## src/rtl/int_ctrl_pkg.sv

```systemverilog
// Shared constants and types for the interrupt controller: I/O port IDs and
// the request FSM state encoding.
package int_ctrl_pkg;

  localparam logic [7:0] MASK_ID   = 8'h83;
  localparam logic [7:0] ACK_ID    = 8'h84;
  localparam logic [7:0] STATUS_ID = 8'h86;
  localparam logic [7:0] VECTOR_ID = 8'h87;

  typedef enum logic [1:0] {
    IDLE     = 2'd0,
    ASSERT   = 2'd1,
    WAIT_ACK = 2'd2
  } state_t;

endpackage

```

## src/rtl/int_ctrl_if.sv

```systemverilog
// MCU I/O bus as seen by the interrupt controller.
interface int_ctrl_if;

  // Handshake: io_strb is a single-cycle write strobe qualified by port_id; a
  // write takes effect on the CLK edge where io_strb is high (no ready/backpressure).
  // Reads are combinational: rd_hit/rd_data follow port_id in the same cycle.
  logic [7:0] port_id;
  logic [7:0] out_port;
  logic       io_strb;
  logic [7:0] rd_data;
  logic       rd_hit;

  modport master (
    output port_id, out_port, io_strb,
    input  rd_data, rd_hit
  );

  modport slave (
    input  port_id, out_port, io_strb,
    output rd_data, rd_hit
  );

endinterface

```

## src/rtl/int_ctrl_edge_sync.sv

```systemverilog
// Two-flop synchronizer with rising-edge pulse for one asynchronous request line.
// A line already high when reset releases must drop before it can fire.
module edge_sync (
  input  logic CLK,
  input  logic RST_N,
  input  logic din,
  output logic pulse
);

  logic       sync1;
  logic       sync2;
  logic       prev;
  logic       armed;
  logic [1:0] fill;

  // fill marks when sync2 reflects the real input; armed needs one synced low.
  always_ff @(posedge CLK or negedge RST_N) begin
    if (!RST_N) begin
      sync1 <= 1'b0;
      sync2 <= 1'b0;
      prev  <= 1'b0;
      armed <= 1'b0;
      fill  <= 2'b00;
    end else begin
      sync1 <= din;
      sync2 <= sync1;
      prev  <= sync2;
      fill  <= {fill[0], 1'b1};
      armed <= armed | (fill[1] & ~sync2);
    end
  end

  assign pulse = armed & sync2 & ~prev;

endmodule

```

## src/rtl/int_ctrl.sv

```systemverilog
// Interrupt controller: shares the MCU interrupt input among N_SRC requesters
// with fixed priority, a stretched int_out pulse and mask/ack/status/vector ports.
module int_ctrl
  import int_ctrl_pkg::*;
#(
  parameter int N_SRC        = 4,
  parameter int PULSE_CYCLES = 4
) (
  input  logic             CLK,
  input  logic             RST_N,
  input  logic [N_SRC-1:0] src_req,
  int_ctrl_if.slave        bus,
  output logic             int_out,
  output state_t           state_dbg
);

  localparam int CW = (PULSE_CYCLES > 1) ? $clog2(PULSE_CYCLES) : 1;

  logic [N_SRC-1:0] edges;
  logic [N_SRC-1:0] pending;
  logic [N_SRC-1:0] mask;
  logic [N_SRC-1:0] eligible;
  logic [N_SRC-1:0] ack_clr;
  logic [2:0]       active;
  logic [2:0]       enc_idx;
  logic             valid;
  logic [CW-1:0]    cnt;
  state_t           state;
  logic             ack_wr;
  logic             mask_wr;
  logic             unused_out_port;

  for (genvar i = 0; i < N_SRC; i++) begin : g_sync
    edge_sync u_sync (
      .CLK   (CLK),
      .RST_N (RST_N),
      .din   (src_req[i]),
      .pulse (edges[i])
    );
  end

  assign ack_wr   = bus.io_strb && (bus.port_id == ACK_ID);
  assign mask_wr  = bus.io_strb && (bus.port_id == MASK_ID);
  assign eligible = pending & mask;
  assign unused_out_port = &{1'b0, bus.out_port[7:N_SRC]};

  // Lowest index wins: scan downwards so the last hit is the smallest.
  always_comb begin
    enc_idx = 3'd0;
    for (int i = N_SRC - 1; i >= 0; i--) begin
      if (eligible[i]) enc_idx = 3'(i);
    end
  end

  always_comb begin
    ack_clr = '0;
    for (int i = 0; i < N_SRC; i++) begin
      if (ack_wr && (state != IDLE) && (active == 3'(i))) ack_clr[i] = 1'b1;
    end
  end

  // A new edge in the same cycle as its ACK keeps pending set.
  always_ff @(posedge CLK or negedge RST_N) begin
    if (!RST_N) begin
      pending <= '0;
      mask    <= '0;
    end else begin
      pending <= (pending & ~ack_clr) | edges;
      if (mask_wr) mask <= bus.out_port[N_SRC-1:0];
    end
  end

  always_ff @(posedge CLK or negedge RST_N) begin
    if (!RST_N) begin
      state   <= IDLE;
      active  <= 3'd0;
      valid   <= 1'b0;
      int_out <= 1'b0;
      cnt     <= '0;
    end else begin
      case (state)
        IDLE: begin
          if (eligible != '0) begin
            active  <= enc_idx;
            valid   <= 1'b1;
            int_out <= 1'b1;
            cnt     <= CW'(PULSE_CYCLES - 1);
            state   <= ASSERT;
          end
        end
        ASSERT: begin
          if (ack_wr) begin
            int_out <= 1'b0;
            valid   <= 1'b0;
            state   <= IDLE;
          end else if (cnt == '0) begin
            int_out <= 1'b0;
            state   <= WAIT_ACK;
          end else begin
            cnt <= cnt - 1'b1;
          end
        end
        WAIT_ACK: begin
          if (ack_wr) begin
            valid <= 1'b0;
            state <= IDLE;
          end
        end
        default: begin
          int_out <= 1'b0;
          valid   <= 1'b0;
          state   <= IDLE;
        end
      endcase
    end
  end

  always_comb begin
    bus.rd_hit  = 1'b0;
    bus.rd_data = 8'h00;
    if (bus.port_id == STATUS_ID) begin
      bus.rd_hit  = 1'b1;
      bus.rd_data = {{(8 - N_SRC){1'b0}}, pending};
    end else if (bus.port_id == VECTOR_ID) begin
      bus.rd_hit  = 1'b1;
      bus.rd_data = {valid, 4'b0000, active};
    end
  end

  assign state_dbg = state;

endmodule
```

## src/flat_wrapper.sv

```systemverilog
// flat-port wrapper written by rule: the top's interface ports become plain ports
module int_ctrl_flat import int_ctrl_pkg::*;
#(
  parameter int N_SRC        = 4,
  parameter int PULSE_CYCLES = 4
)
  (CLK, RST_N, src_req, int_out, state_dbg, bus_port_id, bus_out_port, bus_io_strb, bus_rd_data, bus_rd_hit);
  int_ctrl_if bus_i ();
  input  logic CLK;
  input  logic RST_N;
  input  logic [N_SRC-1:0] src_req;
  output logic int_out;
  output state_t state_dbg;
  input wire logic [$bits(bus_i.port_id)-1:0] bus_port_id;
  input wire logic [$bits(bus_i.out_port)-1:0] bus_out_port;
  input wire logic [$bits(bus_i.io_strb)-1:0] bus_io_strb;
  output wire logic [$bits(bus_i.rd_data)-1:0] bus_rd_data;
  output wire logic [$bits(bus_i.rd_hit)-1:0] bus_rd_hit;
  assign bus_i.port_id = bus_port_id;
  assign bus_i.out_port = bus_out_port;
  assign bus_i.io_strb = bus_io_strb;
  assign bus_rd_data = bus_i.rd_data;
  assign bus_rd_hit = bus_i.rd_hit;
  int_ctrl #(.N_SRC(N_SRC), .PULSE_CYCLES(PULSE_CYCLES)) u_core (.CLK(CLK), .RST_N(RST_N), .src_req(src_req), .bus(bus_i), .int_out(int_out), .state_dbg(state_dbg));
endmodule
```

## config.mk

```make
export PLATFORM = sky130hd
export DESIGN_NAME = int_ctrl_flat
export DESIGN_NICKNAME = d
export VERILOG_FILES = /design/src/rtl/int_ctrl_pkg.sv /design/src/rtl/int_ctrl_if.sv /design/src/rtl/int_ctrl_edge_sync.sv /design/src/rtl/int_ctrl.sv /design/src/flat_wrapper.sv
export SDC_FILE = /design/constraint.sdc
export NUM_CORES = 1
export LEC_CHECK = 0
export ABC_CLOCK_PERIOD_IN_PS = 5900
export CAP_MARGIN = 20
export CELL_PAD_IN_SITES_DETAIL_PLACEMENT = 0
export CELL_PAD_IN_SITES_GLOBAL_PLACEMENT = 2
export CORE_MARGIN = 2
export CORE_UTILIZATION = 25
export CTS_BUF_LIST = sky130_fd_sc_hd__clkbuf_16
export DETAILED_ROUTE_END_ITERATION = 7
export HOLD_SLACK_MARGIN = 0.12
export PLACE_DENSITY = 0.63
export SLEW_MARGIN = 10
export SYNTH_ARGS = -nofsm -noshare
export SYNTH_HDL_FRONTEND = slang
export SYNTH_SLANG_ARGS = --single-unit
```

## constraint.sdc

```tcl
create_clock -name CLK -period 5.9 [get_ports CLK]
set_input_delay 1.77 -clock CLK [delete_from_list [all_inputs] [get_ports CLK]]
set_output_delay 1.77 -clock CLK [all_outputs]
set_load 0.03 [all_outputs]
```

## Word level (Yosys, flattened, before mapping)

Index checks and enable logic that the tools add are counted.

| word-level totals | value |
|---|---|
| word-level logic and storage cells | 118 |
| output and inout bits | 12 |
| bits of input ports | 23 |
| register bits after elaboration | 41 |

| operators by class | value |
|---|---|
| add/subtract/negate cells | 1 |
| bitwise gates (word level) | 29 |
| multiplexer cells | 27 |
| reductions and logical operators | 19 |
| eq/ne operators | 15 |

Operators by type and width:

| operator | number |
|---|---|
| equality test 8 bit (second input constant) | 4 |
| 2-to-1 mux 2 bit | 8 |
| 2-to-1 mux 8 bit | 2 |
| bitwise AND 1 bit | 12 |
| 2-to-1 mux 1 bit | 10 |
| 2-to-1 mux 3 bit | 3 |
| inverter 1 bit | 9 |
| bitwise AND 4 bit | 2 |
| logical AND 1 bit | 7 |
| equality test 3 x 2 -> 1 bit (second input constant) | 2 |
| inequality test 2 x 1 -> 1 bit (second input constant) | 3 |
| case mux 2 bit (3 select lines) | 1 |
| AND reduction 3 bit | 2 |
| logical NOT 2 bit | 2 |
| inequality test 2 bit (second input constant) | 2 |
| inverter 4 bit | 1 |
| bitwise OR 1 bit | 4 |
| bitwise OR 4 bit | 1 |
| case mux 2 bit (2 select lines) | 1 |
| AND reduction 2 bit | 2 |
| AND reduction 4 bit | 1 |
| nonzero test 2 bit | 2 |
| nonzero test 4 bit | 1 |
| equality test 3 x 1 -> 1 bit (second input constant) | 1 |
| other kinds (8) | 8 |

## Longest topological paths before layout

| logic depth | value |
|---|---|
| depth in word-level cells | 8 |
| gate-level depth with buffers | 6 |
| depth with buffers taken out | 6 |

## By module

From an unflattened synthesis, not the netlist that was laid out.

| unflattened totals | value |
|---|---|
| cells, all modules | 137 |
| area total of the unflattened synthesis | 1,655.3 um^2 |

Modules (own cells, without submodules):

| module | times used | area each (um^2) | cells an instance | seq. area each (um^2) |
|---|---|---|---|---|
| int_ctrl | 1 | 964.7 | 93 | 400.4 |
| edge_sync | 4 | 172.7 | 11 | 150.1 |

## Least setup slack after synthesis

Ideal clock, no wire load.

| timing | value |
|---|---|
| kind | input to output |
| start point | input bus_port_id[5] |
| end point | output bus_rd_data[2] |
| required time | 4.130 ns |
| stages on the path | 4 |
| path buffers | 0 |
| slack | 0.778 ns |
| arrival time | 3.352 ns |
| path through | or4b_4 -> nor2_1 -> nand3_1 -> nor3b_1 |

| on the way | value |
|---|---|
| longest elaborated chain between the ends | 3 |
| elaborated cells on any way between the ends | 4 |
| classes of those cells | eq/ne (2); mux (2) |

RTL lines:

| item | line | source |
|---|---|---|
| start: declaration | flat_wrapper.sv:14 | `input wire logic [$bits(bus_i.port_id)-1:0] bus_port_id;` |
| equality test 8 bit | int_ctrl.sv:124 | `end else if (bus.port_id == VECTOR_ID) begin` |
| 2-to-1 mux 8 bit | int_ctrl.sv:124 |  |
| 2-to-1 mux 8 bit * | int_ctrl.sv:121 | `if (bus.port_id == STATUS_ID) begin` |
| end: declaration | flat_wrapper.sv:17 | `output wire logic [$bits(bus_i.rd_data)-1:0] bus_rd_data;` |

Mark *: on every way between the ends. The rest lies on a longest branch, timed or not.

## Final worst setup path

| timing | value |
|---|---|
| start point | input bus_port_id[5] |
| end point | output bus_rd_data[3] |

| on the way | value |
|---|---|
| longest elaborated chain between the ends | 2 |

RTL lines:

| item | line |
|---|---|
| equality test 8 bit | int_ctrl.sv:121 |
| 2-to-1 mux 8 bit | int_ctrl.sv:121 |

Every way passes these cells.

==> impl_metrics.tcl <==
set metrics [dict create \
    register_area_um2 851 \
    gp_routability_congestion 0.758 \
    power_frac_clock_pct 39.1 \
    die_x_um 81.5 \
    via_count 1052 \
    grt_max_degree 35 \
    diodes 0 \
    slew_violations 0 \
    insertion_delay_ns 0.27 \
    crit_chain "clkdlybuf4s50_1 -> or4b_4 -> nor2_1 -> nand3_1 -> nor3b_1 -> clkdlybuf4s50_1" \
    path_clk_slew_ns 0.05 \
    power.internal_mw 0.527 \
    fin_hold_ws_ns 0.349 \
    critPathArrivalTime_ns 3.94 \
    end_kind "primary output" \
    layout_min_cycle_time_ns 5.71 \
    ys_seq_elements 34 \
    drt_iter0_drc 27 \
    synthTopCellsByCount "dfrtp_1, inv_1, nand2_1" \
    postCtsHoldBufs 0 \
    wl_per_cell_um 12.0 \
    hp-class "reg -> reg" \
    ys_warn_count 0 \
    finalHoldViolCount 0 \
    cts_sinks 34 \
    crit_slowest_cell "clkdlybuf4s50_1" \
    skew_ns 0.00309 \
    postCtsSetupRepairBufs 0 \
    pin_count 35 \
    fmax_mhz 175 \
    rsz0062_at_grt "false" \
    grt_pass1_vias 1124 \
    dieArea_mm2 0.00665 \
    yosysMostFrequentCell "dfrtp_1" \
    status "finished, final reports clean" \
    seq_power_share_pct 38.8 \
    switching_share_pct 26.8 \
    gr-usage-all-layers_pct 9.69 \
    required_ns 4.13 \
    synth_cell_type_count 39 \
    cpLargestDelayFamily "buffers and inverters" \
    cts_resized 0 \
    async_flop_share_pct 100 \
    netlist_top_cells_area "dfrtp_1, mux2_2, ha_1, inv_1, nand2_1" \
    critPathMaxStageDelay_ns 0.71 \
    setup_viol 0 \
    tritoncts "yes" \
    yosysSeqAreaShare_pct 56.6 \
    antenna_found_initial 0 \
    irDropWorstVdd_mv 0.179 \
    avgSynthCellArea_um2 11.2 \
    fin_util_pct 34.4 \
    cpMostUsedCell "clkdlybuf4s50_1" \
    drt.antenna.violating_nets 0 \
    cts_max_path_buffers 2 \
    fillers 572 \
    grt_pass1_wl_um 4950 \
    numCtsBuffers 5 \
    placementRows 28 \
    cp-start-kind "input port" \
    cellLeakagePower_nw 0.865 \
    avgViaCountPerCell 4.37 \
    fin_total_pwr_mw 0.720 \
    io_buffers 27 \
    core_mm2 0.00585 \
    synth_top_area_share_pct 56.6 \
    wl_um 2890 \
    comb_power_share_pct 22.1 \
    synth-main-ff-cell "dfrtp_1" \
    cts_root_buf "clkbuf_16" \
    overflow 0 \
    powerDensity_mw_per_mm2 358 \
    syn_to_final_growth_pct 33.9 \
    synth_cells 134 \
    multiInputGateArea_um2 574 \
    cp_max_fo 4 \
    place_hpwl_um 2160 \
    finalSetupTns_ns 0 \
    first_pass_iters 4 \
    final.setup.worst_slack_ns 0.190 \
    die-height_um 81.5 \
    period_share_pct 96.8 \
    drc 0 \
    maxCapViolations 0 \
    reg2reg_slack_ns 4.09 \
    p_sw_mw 0.193 \
    initial_core_util_pct 25.7 \
    critical_path_buf_inv_count 2 \
    critical_path_class "in -> out" \
    synth-edff-count 0 \
    dp_worst_setup_slack_ns 0.176 \
    yosysTopAreaCell "dfrtp_1" \
    syn_area_mm2 0.00150 \
    drive_gt1_share_pct 10.8 \
    cts_max_level 2 \
    nets 193 \
]
cell families (layout without fill, tap and decap cells):
family                   Yosys count  after routing  synth area share [%]
other                              2              4                 0.500
AND/OR/NAND/NOR                   35             35                  13.5
AO/OA/AOI/OAI                     33             33                  15.3
buffers and inverters             19             49                  5.66
multiplexers                       7              7                  5.08
flip-flops                        34             34                  56.6
adder cells (fa/ha/maj)            4              4                  3.33
placed cells by master, fill, tap and decap left out, types with 3 or more instances in the layout:
cell type,synthesis,final
clkbuf_16,0,5
conb_1,2,4
ha_1,4,4
nor2_1,9,9
nor3b_1,3,3
clkdlybuf4s50_1,0,27
a21o_1,4,4
dfrtp_1,34,34
mux2_2,5,5
inv_1,13,13
o21ai_0,6,6
nand2_1,10,10
a21oi_1,6,6
layout make-up:
class	count	share of cell area, %
clock buffers	5	6.22
flip-flops and latches	34	42.3
well taps	75	4.66
multi-input cells	83	28.5
clock inverters	2	1.68
repair buffers	29	14.2
inverters	13	2.43
stage by stage:
step | instances | instance area, µm²
after floorplan | 136 | 1510
after global placement | 234 | 1850
after CTS | 241 | 2010
final | 241 | 2010
after detailed placement | 234 | 1850
after global routing | 241 | 2010
registers in the layout (all words and copies together), names as in the netlist, 4 cells and up:
name                        count
u_core.g_sync.u_sync.prev       4
u_core.mask                     4
u_core.g_sync.u_sync.sync1      4
u_core.g_sync.u_sync.armed      4
u_core.pending                  4
u_core.g_sync.u_sync.sync2      4
power groups by stage:
stage / Clock, mW / Sequential (mW) / Combinational, mW
2_1_floorplan: 0 / 0.291 / 0.0982
3_3_place_gp: 0 / 0.282 / 0.160
3_5_place_dp: 0 / 0.284 / 0.160
4_1_cts: 0.288 / 0.280 / 0.162
5_1_grt: 0.301 / 0.282 / 0.178
6_report: 0.282 / 0.279 / 0.159
path summary, 6_finish.rpt:
| path | from | to | cells past startpoint |
|---|---|---|---|
| worst max-delay path | bus_port_id[5] | bus_rd_data[3] | 6 |
| worst min-delay path | u_core.g_sync[3].u_sync.sync1 | u_core.g_sync[3].u_sync.sync2 | 0 |
| worst max register to register | u_core.state_dbg[1] | u_core.cnt[0] | 5 |
| worst min register to register | u_core.g_sync[3].u_sync.sync1 | u_core.g_sync[3].u_sync.sync2 | 0 |
| max in group asynchronous | RST_N | u_core.valid | 2 |
| min in group asynchronous | RST_N | u_core.g_sync[0].u_sync.sync1 | 2 |
metal layers:
| layer | global-route usage (%) | up-vias | share of wire [%] |
|---|---|---|---|
| met5 | 0 | - | 0 |
| met4 | 3.05 | 0 | 0.52 |
| met3 | 2.97 | 2 | 6.5 |
| met2 | 16.4 | 25 | 49 |
| met1 | 11.8 | 501 | 44 |
| li1 | - | 524 | - |
Note: power is estimated with default switching activity, not from simulation.
